**src/rtl/ines_dumper.sv**
```systemverilog
// iNES image dumper: rebuilds the 16-byte header from the stored mapper flags
// and streams PRG (0x000000) then CHR (0x200000) bytes out of SDRAM.
module ines_dumper (
    input  logic        CLK_50M,
    input  logic        reset,
    input  logic        start,
    input  logic [31:0] mapper_flags,
    output logic [21:0] mem_addr,
    output logic        mem_rd,
    input  logic        mem_ack,
    input  logic [7:0]  mem_din,
    output logic [7:0]  out_data,
    output logic        out_valid,
    input  logic        out_ready,
    output logic        busy,
    output logic        done
);

    typedef enum logic [3:0] {
        S_IDLE,
        S_HDR,
        S_PRG_REQ,
        S_PRG_WAIT,
        S_PRG_OUT,
        S_CHR_REQ,
        S_CHR_WAIT,
        S_CHR_OUT,
        S_FIN
    } state_t;

    state_t state, state_n;

    logic [7:0]  mapper;
    logic [2:0]  prg_size;
    logic [2:0]  chr_size;
    logic        mirroring;
    logic        has_chr_ram;
    logic        four_screen;

    logic [3:0]  idx, idx_n;
    logic [21:0] addr, addr_n;
    logic [21:0] left, left_n;
    logic [7:0]  data_q, data_n;

    logic [21:0] prg_len;
    logic [21:0] chr_len;
    logic [7:0]  prg_pages;
    logic [7:0]  chr_pages;
    logic [7:0]  hdr_byte;

    assign prg_len   = 22'd16384 << prg_size;
    assign chr_len   = has_chr_ram ? 22'd0 : (22'd8192 << chr_size);
    assign prg_pages = 8'd1 << prg_size;
    assign chr_pages = has_chr_ram ? 8'd0 : (8'd1 << chr_size);

    always_comb begin
        hdr_byte = 8'h00;
        unique case (idx)
            4'd0:    hdr_byte = 8'h4E;
            4'd1:    hdr_byte = 8'h45;
            4'd2:    hdr_byte = 8'h53;
            4'd3:    hdr_byte = 8'h1A;
            4'd4:    hdr_byte = prg_pages;
            4'd5:    hdr_byte = chr_pages;
            4'd6:    hdr_byte = {mapper[3:0], four_screen, 2'b00, mirroring};
            4'd7:    hdr_byte = {mapper[7:4], 4'h0};
            default: hdr_byte = 8'h00;
        endcase
    end

    // Flags are captured only on an accepted start so mid-dump changes are inert.
    always_ff @(posedge CLK_50M) begin
        if (reset) begin
            mapper      <= '0;
            prg_size    <= '0;
            chr_size    <= '0;
            mirroring   <= 1'b0;
            has_chr_ram <= 1'b0;
            four_screen <= 1'b0;
        end else if (state == S_IDLE && start) begin
            mapper      <= mapper_flags[7:0];
            prg_size    <= mapper_flags[10:8];
            chr_size    <= mapper_flags[13:11];
            mirroring   <= mapper_flags[14];
            has_chr_ram <= mapper_flags[15];
            four_screen <= mapper_flags[16];
        end
    end

    always_ff @(posedge CLK_50M) begin
        if (reset) begin
            state  <= S_IDLE;
            idx    <= '0;
            addr   <= '0;
            left   <= '0;
            data_q <= '0;
        end else begin
            state  <= state_n;
            idx    <= idx_n;
            addr   <= addr_n;
            left   <= left_n;
            data_q <= data_n;
        end
    end

    always_comb begin
        state_n = state;
        idx_n   = idx;
        addr_n  = addr;
        left_n  = left;
        data_n  = data_q;
        unique case (state)
            S_IDLE: begin
                if (start) begin
                    state_n = S_HDR;
                    idx_n   = 4'd0;
                end
            end
            S_HDR: begin
                if (out_ready) begin
                    idx_n = idx + 4'd1;
                    if (idx == 4'd15) begin
                        state_n = S_PRG_REQ;
                        addr_n  = 22'd0;
                        left_n  = prg_len;
                    end
                end
            end
            S_PRG_REQ: state_n = S_PRG_WAIT;
            S_PRG_WAIT: begin
                if (mem_ack) begin
                    data_n  = mem_din;
                    state_n = S_PRG_OUT;
                end
            end
            S_PRG_OUT: begin
                if (out_ready) begin
                    addr_n  = addr + 22'd1;
                    left_n  = left - 22'd1;
                    state_n = S_PRG_REQ;
                    if (left == 22'd1) begin
                        if (chr_len != 22'd0) begin
                            state_n = S_CHR_REQ;
                            addr_n  = 22'h200000;
                            left_n  = chr_len;
                        end else begin
                            state_n = S_FIN;
                        end
                    end
                end
            end
            S_CHR_REQ: state_n = S_CHR_WAIT;
            S_CHR_WAIT: begin
                if (mem_ack) begin
                    data_n  = mem_din;
                    state_n = S_CHR_OUT;
                end
            end
            S_CHR_OUT: begin
                if (out_ready) begin
                    addr_n  = addr + 22'd1;
                    left_n  = left - 22'd1;
                    state_n = (left == 22'd1) ? S_FIN : S_CHR_REQ;
                end
            end
            S_FIN:   state_n = S_IDLE;
            default: state_n = S_IDLE;
        endcase
    end

    assign mem_addr  = addr;
    assign mem_rd    = (state == S_PRG_REQ) || (state == S_CHR_REQ);
    assign out_valid = (state == S_HDR) || (state == S_PRG_OUT) ||
                       (state == S_CHR_OUT);
    assign out_data  = (state == S_HDR) ? hdr_byte : data_q;
    // FIN is the closing pulse, so busy is already released there.
    assign busy      = (state != S_IDLE) && (state != S_FIN);
    assign done      = (state == S_FIN);

endmodule
```
**config.mk**
```make
export PLATFORM = sky130hd
export DESIGN_NAME = ines_dumper
export DESIGN_NICKNAME = d
export VERILOG_FILES = /design/src/rtl/ines_dumper.sv
export SDC_FILE = /design/constraint.sdc
export NUM_CORES = 1
export LEC_CHECK = 0
export BUFFER_PORTS_ARGS = -buffer_cell sky130_fd_sc_hd__buf_2
export CAP_MARGIN = 20
export CORE_ASPECT_RATIO = 1.1
export CORE_MARGIN = 8
export CORE_UTILIZATION = 30
export DETAILED_ROUTE_END_ITERATION = 6
export PLACE_DENSITY = 0.57
export SLEW_MARGIN = 20
export SYNTH_ARGS = -nofsm -noshare
export SYNTH_HDL_FRONTEND = slang
export SYNTH_SLANG_ARGS = --single-unit
```
**constraint.sdc**
```tcl
create_clock -name CLK_50M -period 5.5 [get_ports CLK_50M]
set_input_delay 0.275 -clock CLK_50M [delete_from_list [all_inputs] [get_ports CLK_50M]]
set_output_delay 0.275 -clock CLK_50M [all_outputs]
set_load 0.01 [all_outputs]
```
==> results of run 1 <==
==> sequential cells by signal, summed over array words and instances (netlist names) <==
register / flops
prg_size: 3
left: 22
has_chr_ram: 1
chr_size: 3
idx: 4
data_q: 8
four_screen: 1
mirroring: 1
state: 4
mapper: 8
mem_addr: 22
==> Yosys cell counts (12+ instances only) <==
cell	n
nand3_1	17
o21ai_0	28
or3_1	15
nor2_1	64
dfxtp_1	77
clkbuf_1	20
nand2_1	79
inv_1	13
nor3_1	22
a21oi_1	39
nand4_1	12
xor2_1	19
==> routing by layer <==
metal / track usage, % / vias up
li1: - / 2054
met1: 15.34 / 1882
met2: 21.49 / 93
met3: 3.772 / 21
met4: 5.697 / 0
met5: 0 / -
==> power groups by stage <==
stage                     Sequential [W]  Combinational [W]  Clock, W
after detailed placement        0.000638           0.000280         0
after global placement          0.000636           0.000277         0
after CTS                       0.000626           0.000283  0.000604
after floorplan                 0.000610           0.000220         0
after global routing            0.000632           0.000316  0.000627
final                           0.000626           0.000281  0.000583
==> worst reg2reg max path, stage by stage, from the launching register on <==
cell and delay [ns]:
dfxtp_1 0.61, or4b_4 0.64, nor2_2 0.16, o21a_1 0.12, buf_4 0.30, nand4_2 0.30, or3_1 0.41, a21oi_1 0.14
==> layout make-up <==
type / instances / area (um2)
fill: 1461 / 8813
multi-input combinational: 428 / 2501
sequential: 77 / 1541
timing repair buffer: 69 / 357.8
clock buffer: 13 / 280.3
tap: 188 / 235.2
inverter: 13 / 48.80
clock inverter: 2 / 16.27
==> placed cells by master (no fill, tap or decap), drive strengths merged, types with 3 or more instances in the layout <==
cell type  count
a211oi         7
a21oi         39
a22o           3
a22oi          6
a31oi          6
and2           4
and4           3
buf           68
clkbuf        14
dfxtp         77
ha             7
inv           13
mux2i          9
nand2         79
nand2b         6
nand3         17
nand4         14
nor2          65
nor2b          5
nor3          22
nor3b          4
nor4           8
o21ai         31
o22ai          6
o31ai          3
o32ai          5
or3           15
or4b           3
xnor2          9
xor2          19
==> logic make-up (layout without fill, tap and decap cells) <==
logic type,after synthesis,count (layout),synth area share [%]
fa+ha+maj,7,7,2.067
buf+inv,43,97,4.696
flops,77,77,36.39
compound gates,127,127,18.90
mux,9,9,2.126
xor+xnor,28,28,5.789
simple gates,257,257,30.04
==> how the worst max path moves through the flow <==
stage	startpoint	to	slack [ns]	cells after the start
floorplan	state[2]	out_data[0]	3.30	6
global placement	state[0]	mem_addr[17]	2.81	7
detailed placement	state[0]	mem_addr[17]	2.76	7
CTS	state[0]	out_data[0]	2.44	5
global route	state[0]	out_data[0]	2.24	5
finish	state[0]	out_data[0]	2.47	5
==> through the flow <==
step | worst slack, ns | cells | area (um2)
finish | 2.469 | 790 | 4981
global route | 2.244 | 790 | 4981
CTS | 2.440 | 789 | 4976
detailed placement | 2.759 | 774 | 4679
global placement | 2.810 | 774 | 4679
floorplan | 3.296 | 548 | 4237
==> impl_metrics.csv, run 1 <==
group,metric,value,unit
logic_synthesis,synth_nets,600,
power,p_clk_share,39.1,%
setup_path,critPathLaunchType,"flip-flop",
detailed_routing,top_layer,"met4",
sta,rsz0062_at_grt,"false",
sta,worst_pin_slew,0.7950,ns
global_route,overflow,0,
clock_tree,clkSinkCount,77,
sta,slew_violations,0,
logic_synthesis,ys_warn_count,0,
setup_path,critical_path.top_delay_family,"compound AO/OA/AOI/OAI gates",
detailed_routing,drt_iter0_drc,178,
die,num_rows,45,
power,p_int,0.001045,W
hold_path,min_path_cells,3,
global_route,grt_first_pass_wirelength,19320,um
setup_path,worstReg2RegEnd,"mem_addr[17]",
sta,fmax,0.3300,GHz
sta,clock_skew,0.008244,ns
clock_tree,clk_pin_slew,0.06,ns
power,p_comb_share,18.8,%
power,peakVddDrop,0.1945,mV
logic_synthesis,synth.largest_area_cell,"dfxtp_1",
setup_path,critPathMaxStageDelay,0.67,ns
clock_tree,post_cts_resized,0,
clock_tree,cts_max_level,3,
logic_synthesis,ys.flop_type,"dfxtp_1",
place,dp_hpwl,8382,um
clock_tree,root_buffer,"clkbuf_16",
setup_path,cpMaxStageDelayCell,"a211oi_1",
detailed_routing,wl_met2,5434,um
clock_tree,tritoncts,"built",
hold_path,hold_end,"data_q[3]",
logic_synthesis,synth_area_per_cell,7.731,um2
sta,hold_viol,0,
setup_path,critPathCaptureType,"output port",
clock_tree,cts_hold_buf,0,
setup_path,reg2reg_depth,7,
clock_tree,clk_latency,0.34,ns
place,gp_congestion,0.8253,
global_route,antenna_found_initial,0,
sta,period_minus_slack,3.031,ns
die,io_pins,79,
global_route,grt_use_total,13.05,%
setup_path,cp.required,5.22,ns
detailed_routing,avgRoutedWirePerCell,14.68,um
power,p_sw,0.0004449,W
power,p_leak,2.012,nW
setup_path,path_buf_inv,1,
die,die_area,18180,um2
setup_path,arrival,2.76,ns
die,initial_core_util,30.71,%
layout,diodes,0,
die,core,13790,um2
setup_path,path_cells,"or4b_4 -> a211oi_1 -> o21ai_0 -> nand2_1 -> buf_2",
layout,final_util,36.11,%
detailed_routing,avgViaCountPerCell,5.127,
logic_synthesis,yosysSeqAreaShare,36.39,%
logic_synthesis,async_flop_share,0,%
hold_path,hold_path.class,"input pin to flip-flop",
logic_synthesis,synth_top_area_share,36.39,%
logic_synthesis,synth_cells,548,
setup_path,r2r-start,"state[0]",
layout,area_growth,17.57,%
logic_synthesis,synth_area_leaders,"dfxtp_1 (36%), nand2_1 (7.0%), nor2_1 (5.7%)",
clock_tree,cts.path.max_buffers,2,
status,outcome,"completed",
die,die_w,129.3,um
die,die_height,140.6,um
setup_path,r2r_setup_slack,2.76,ns
sta,setup_viol,0,
detailed_routing,drc,0,
logic_synthesis,synth_area,4237,um2
detailed_routing,wl,11600,um
sta,timing.final.crit_share,55.10,%
flow_run,drv_cap,0,
clock_tree,numCtsBuffers,9,
setup_path,critical_path_class,"flip-flop to output port",
sta,timing.slew.headroom,46.26,%
power,seq_power_share,42.0,%
layout,final_nets,650,
sta,holdWs,0.1619,ns
sta,setup_tns,0,ns
place,port_buffers,63,
global_route,grt_pass1_vias,3986,
power,power.total,0.001490,W
clock_tree,cts_setup_buffers,0,
global_route,grt_start_max_net_pins,42,
detailed_routing,wl_met1,5280,um
power,p_sw_share,29.86,%
power,powerDensity,299.1,nW/um2
hold_path,min_from,"mem_din[3]",
detailed_routing,vias,4050,
detailed_routing,route.met3.wl,652,um
logic_synthesis,ys_ff_latch,77,
logic_synthesis,synth_edf_count,0,
detailed_routing,ant_nets,0,
layout,drive_gt1_share,16.11,%
logic_synthesis,synth_cell_types,64,
detailed_routing,drt-pass1-iter-count,5,
setup_path,path_max_fanout,14,
No activity file was read; power rests on OpenSTA's default activity.
==> inputs of run 2 (changes only) <==
- PLACE_DENSITY: 0.57 -> 0.59
- clock period: 5.5 -> 2.4 ns (I/O delays scaled with it)
==> run 2 against run 1 <==
Effect of this change: sequential power increased by 120%; sequential share of layout area decreased by 1.5 points; via count increased by 3.4%; combinational power increased to 2.6 times the previous value; critical path depth increased by 2; worst setup slack got worse by 2.3 ns; highest routed layer unchanged; critical path type unchanged; die area unchanged; wire length increased by 3.2%; largest power group is now the clock network; core utilization increased by 1.9 points.
==> impl_metrics.csv, run 2 (same netlist as run 1, synthesis figures left out) <==
group,metric,value,unit
sta,slew_violations,0,
flow_run,drv_cap,0,
place,gp_congestion,0.8892,
layout,final.fill_count,1445,
layout,drive_gt1_share,20.61,%
sta,timing.final.crit_share,92.78,%
global_route,grt_use_total,13.43,%
sta,rsz0062_at_grt,"false",
power,p_clk_share,41.5,%
layout,area_growth,23.80,%
place,dp.cells,798,
die,die_height,140.6,um
power,p_int,0.002614,W
hold_path,min_path_cells,3,
global_route,antenna_found_initial,0,
sta,setup_viol,0,
global_route,overflow,0,
die,io_pins,79,
setup_path,path_max_fanout,13,
clock_tree,cts_max_level,3,
die,core,13790,um2
layout,diodes,0,
setup_path,arrival,2.11,ns
sta,clock_skew,0.01066,ns
detailed_routing,wl,11980,um
detailed_routing,drt-pass1-iter-count,5,
detailed_routing,avgViaCountPerCell,5.143,
die,initial_core_util,30.71,%
detailed_routing,ant_nets,0,
power,p_comb_share,20.2,%
clock_tree,cts.path.max_buffers,2,
sta,worst_pin_slew,0.6179,ns
layout,multi_input_area,2537,um2
hold_path,hold_path.class,"input pin to flip-flop",
setup_path,critPathLaunchType,"flip-flop",
layout,final_nets,673,
hold_path,hold_end,"mapper[2]",
setup_path,cp.required,2.28,ns
clock_tree,root_buffer,"clkbuf_16",
power,p_sw,0.001062,W
setup_path,worstReg2RegEnd,"mem_addr[17]",
global_route,grt_start_max_net_pins,35,
setup_path,reg2reg_depth,6,
layout,layout.cells.non_filler,814,
layout,final_util,38.02,%
power,seq_power_share,38.2,%
power,p_leak,2.163,nW
place,dp_hpwl,8941,um
clock_tree,cts_hold_buf,0,
detailed_routing,vias,4186,
power,p_sw_share,28.90,%
sta,hold_viol,0,
detailed_routing,avgRoutedWirePerCell,14.71,um
layout,final_common_cell,"nand2_1",
power,power.total,0.003676,W
sta,holdWs,0.01052,ns
clock_tree,clk_latency,0.35,ns
power,powerDensity,700.8,nW/um2
layout,ff_latch_area,1544,um2
sta,setup_tns,0,ns
sta,timing.slew.headroom,58.69,%
layout,layout_common_cells,"nand2_1 (79), dfxtp_1 (75), nor2_1 (63), buf_2 (63), a21oi_1 (39)",
detailed_routing,drt_iter0_drc,254,
sta,period_minus_slack,2.227,ns
clock_tree,tritoncts,"built",
power,peakVddDrop,0.4304,mV
die,die_w,129.3,um
status,outcome,"completed",
setup_path,critPathCaptureType,"output port",
hold_path,min_from,"mapper_flags[2]",
place,port_buffers,63,
setup_path,critical_path_class,"flip-flop to output port",
sta,fmax,0.4491,GHz
detailed_routing,drc,0,
global_route,grt_pass1_vias,4144,
die,die_area,18180,um2
setup_path,r2r_setup_slack,0.25,ns
clock_tree,clkSinkCount,77,
global_route,grt_first_pass_wirelength,19890,um
clock_tree,clk_pin_slew,0.06,ns
clock_tree,numCtsBuffers,9,
die,num_rows,45,
setup_path,r2r-start,"state[3]",
[run 2: power by group through the flow]
stage	registers, W	clock network, W	logic [W]
after CTS	0.00140	0.00156	0.000745
after detailed placement	0.00143	0	0.000739
after global placement	0.00143	0	0.000727
after floorplan	0.00140	0	0.000505
after global routing	0.00141	0.00161	0.000846
final	0.00140	0.00153	0.000744
[run 2: final cells by class]
type                       count  share of cell area (%)
clock inverter                 4                   1.479
tap                          188                   4.485
clock buffer                  12                   4.890
inverter                      13                  0.9303
timing repair buffer          92                   10.40
sequential                    77                   29.44
multi-input combinational    428                   48.38
[run 2: what timing repair did]
item                       CTS  global route
pin swaps                    0             0
setup buffers                0             0
resized for setup            3             7
setup endpoints to repair    2            40
[run 2: per-stage QoR]
| stage | cell area, um2 | setup WS, ns |
|---|---|---|
| 3_3_place_gp | 4872 | 0.2133 |
| 5_1_grt | 5245 | 0.01989 |
| 4_1_cts | 5216 | 0.04201 |
| 6_report | 5245 | 0.1733 |
| 3_5_place_dp | 4872 | 0.2031 |
| 2_1_floorplan | 4237 | 0.3322 |
[run 2: worst max-delay path, stage by stage (launching register included)]
cell	delay, ns
dfxtp_1	0.36
or4b_4	0.51
buf_4	0.21
a211oi_1	0.19
buf_4	0.18
o21ai_0	0.10
nand2_1	0.08
buf_2	0.13
[run 2: metal layers]
layer,wire length [um],share of wire [%],global-route usage [%]
met2,5847,49,22.64
met1,5231,44,15.45
met5,0,0,0
met4,266,2.2,5.759
met3,629,5.3,3.810
[run 2: worst max-delay path by stage]
stage,from,to,slack [ns]
finish,state[3],out_data[7],0.17
global route,state[2],out_data[5],0.02
CTS,idx[1],out_data[0],0.04
detailed placement,left[0],left[19],0.20
global placement,state[3],state[2],0.21
floorplan,state[2],mem_addr[18],0.33
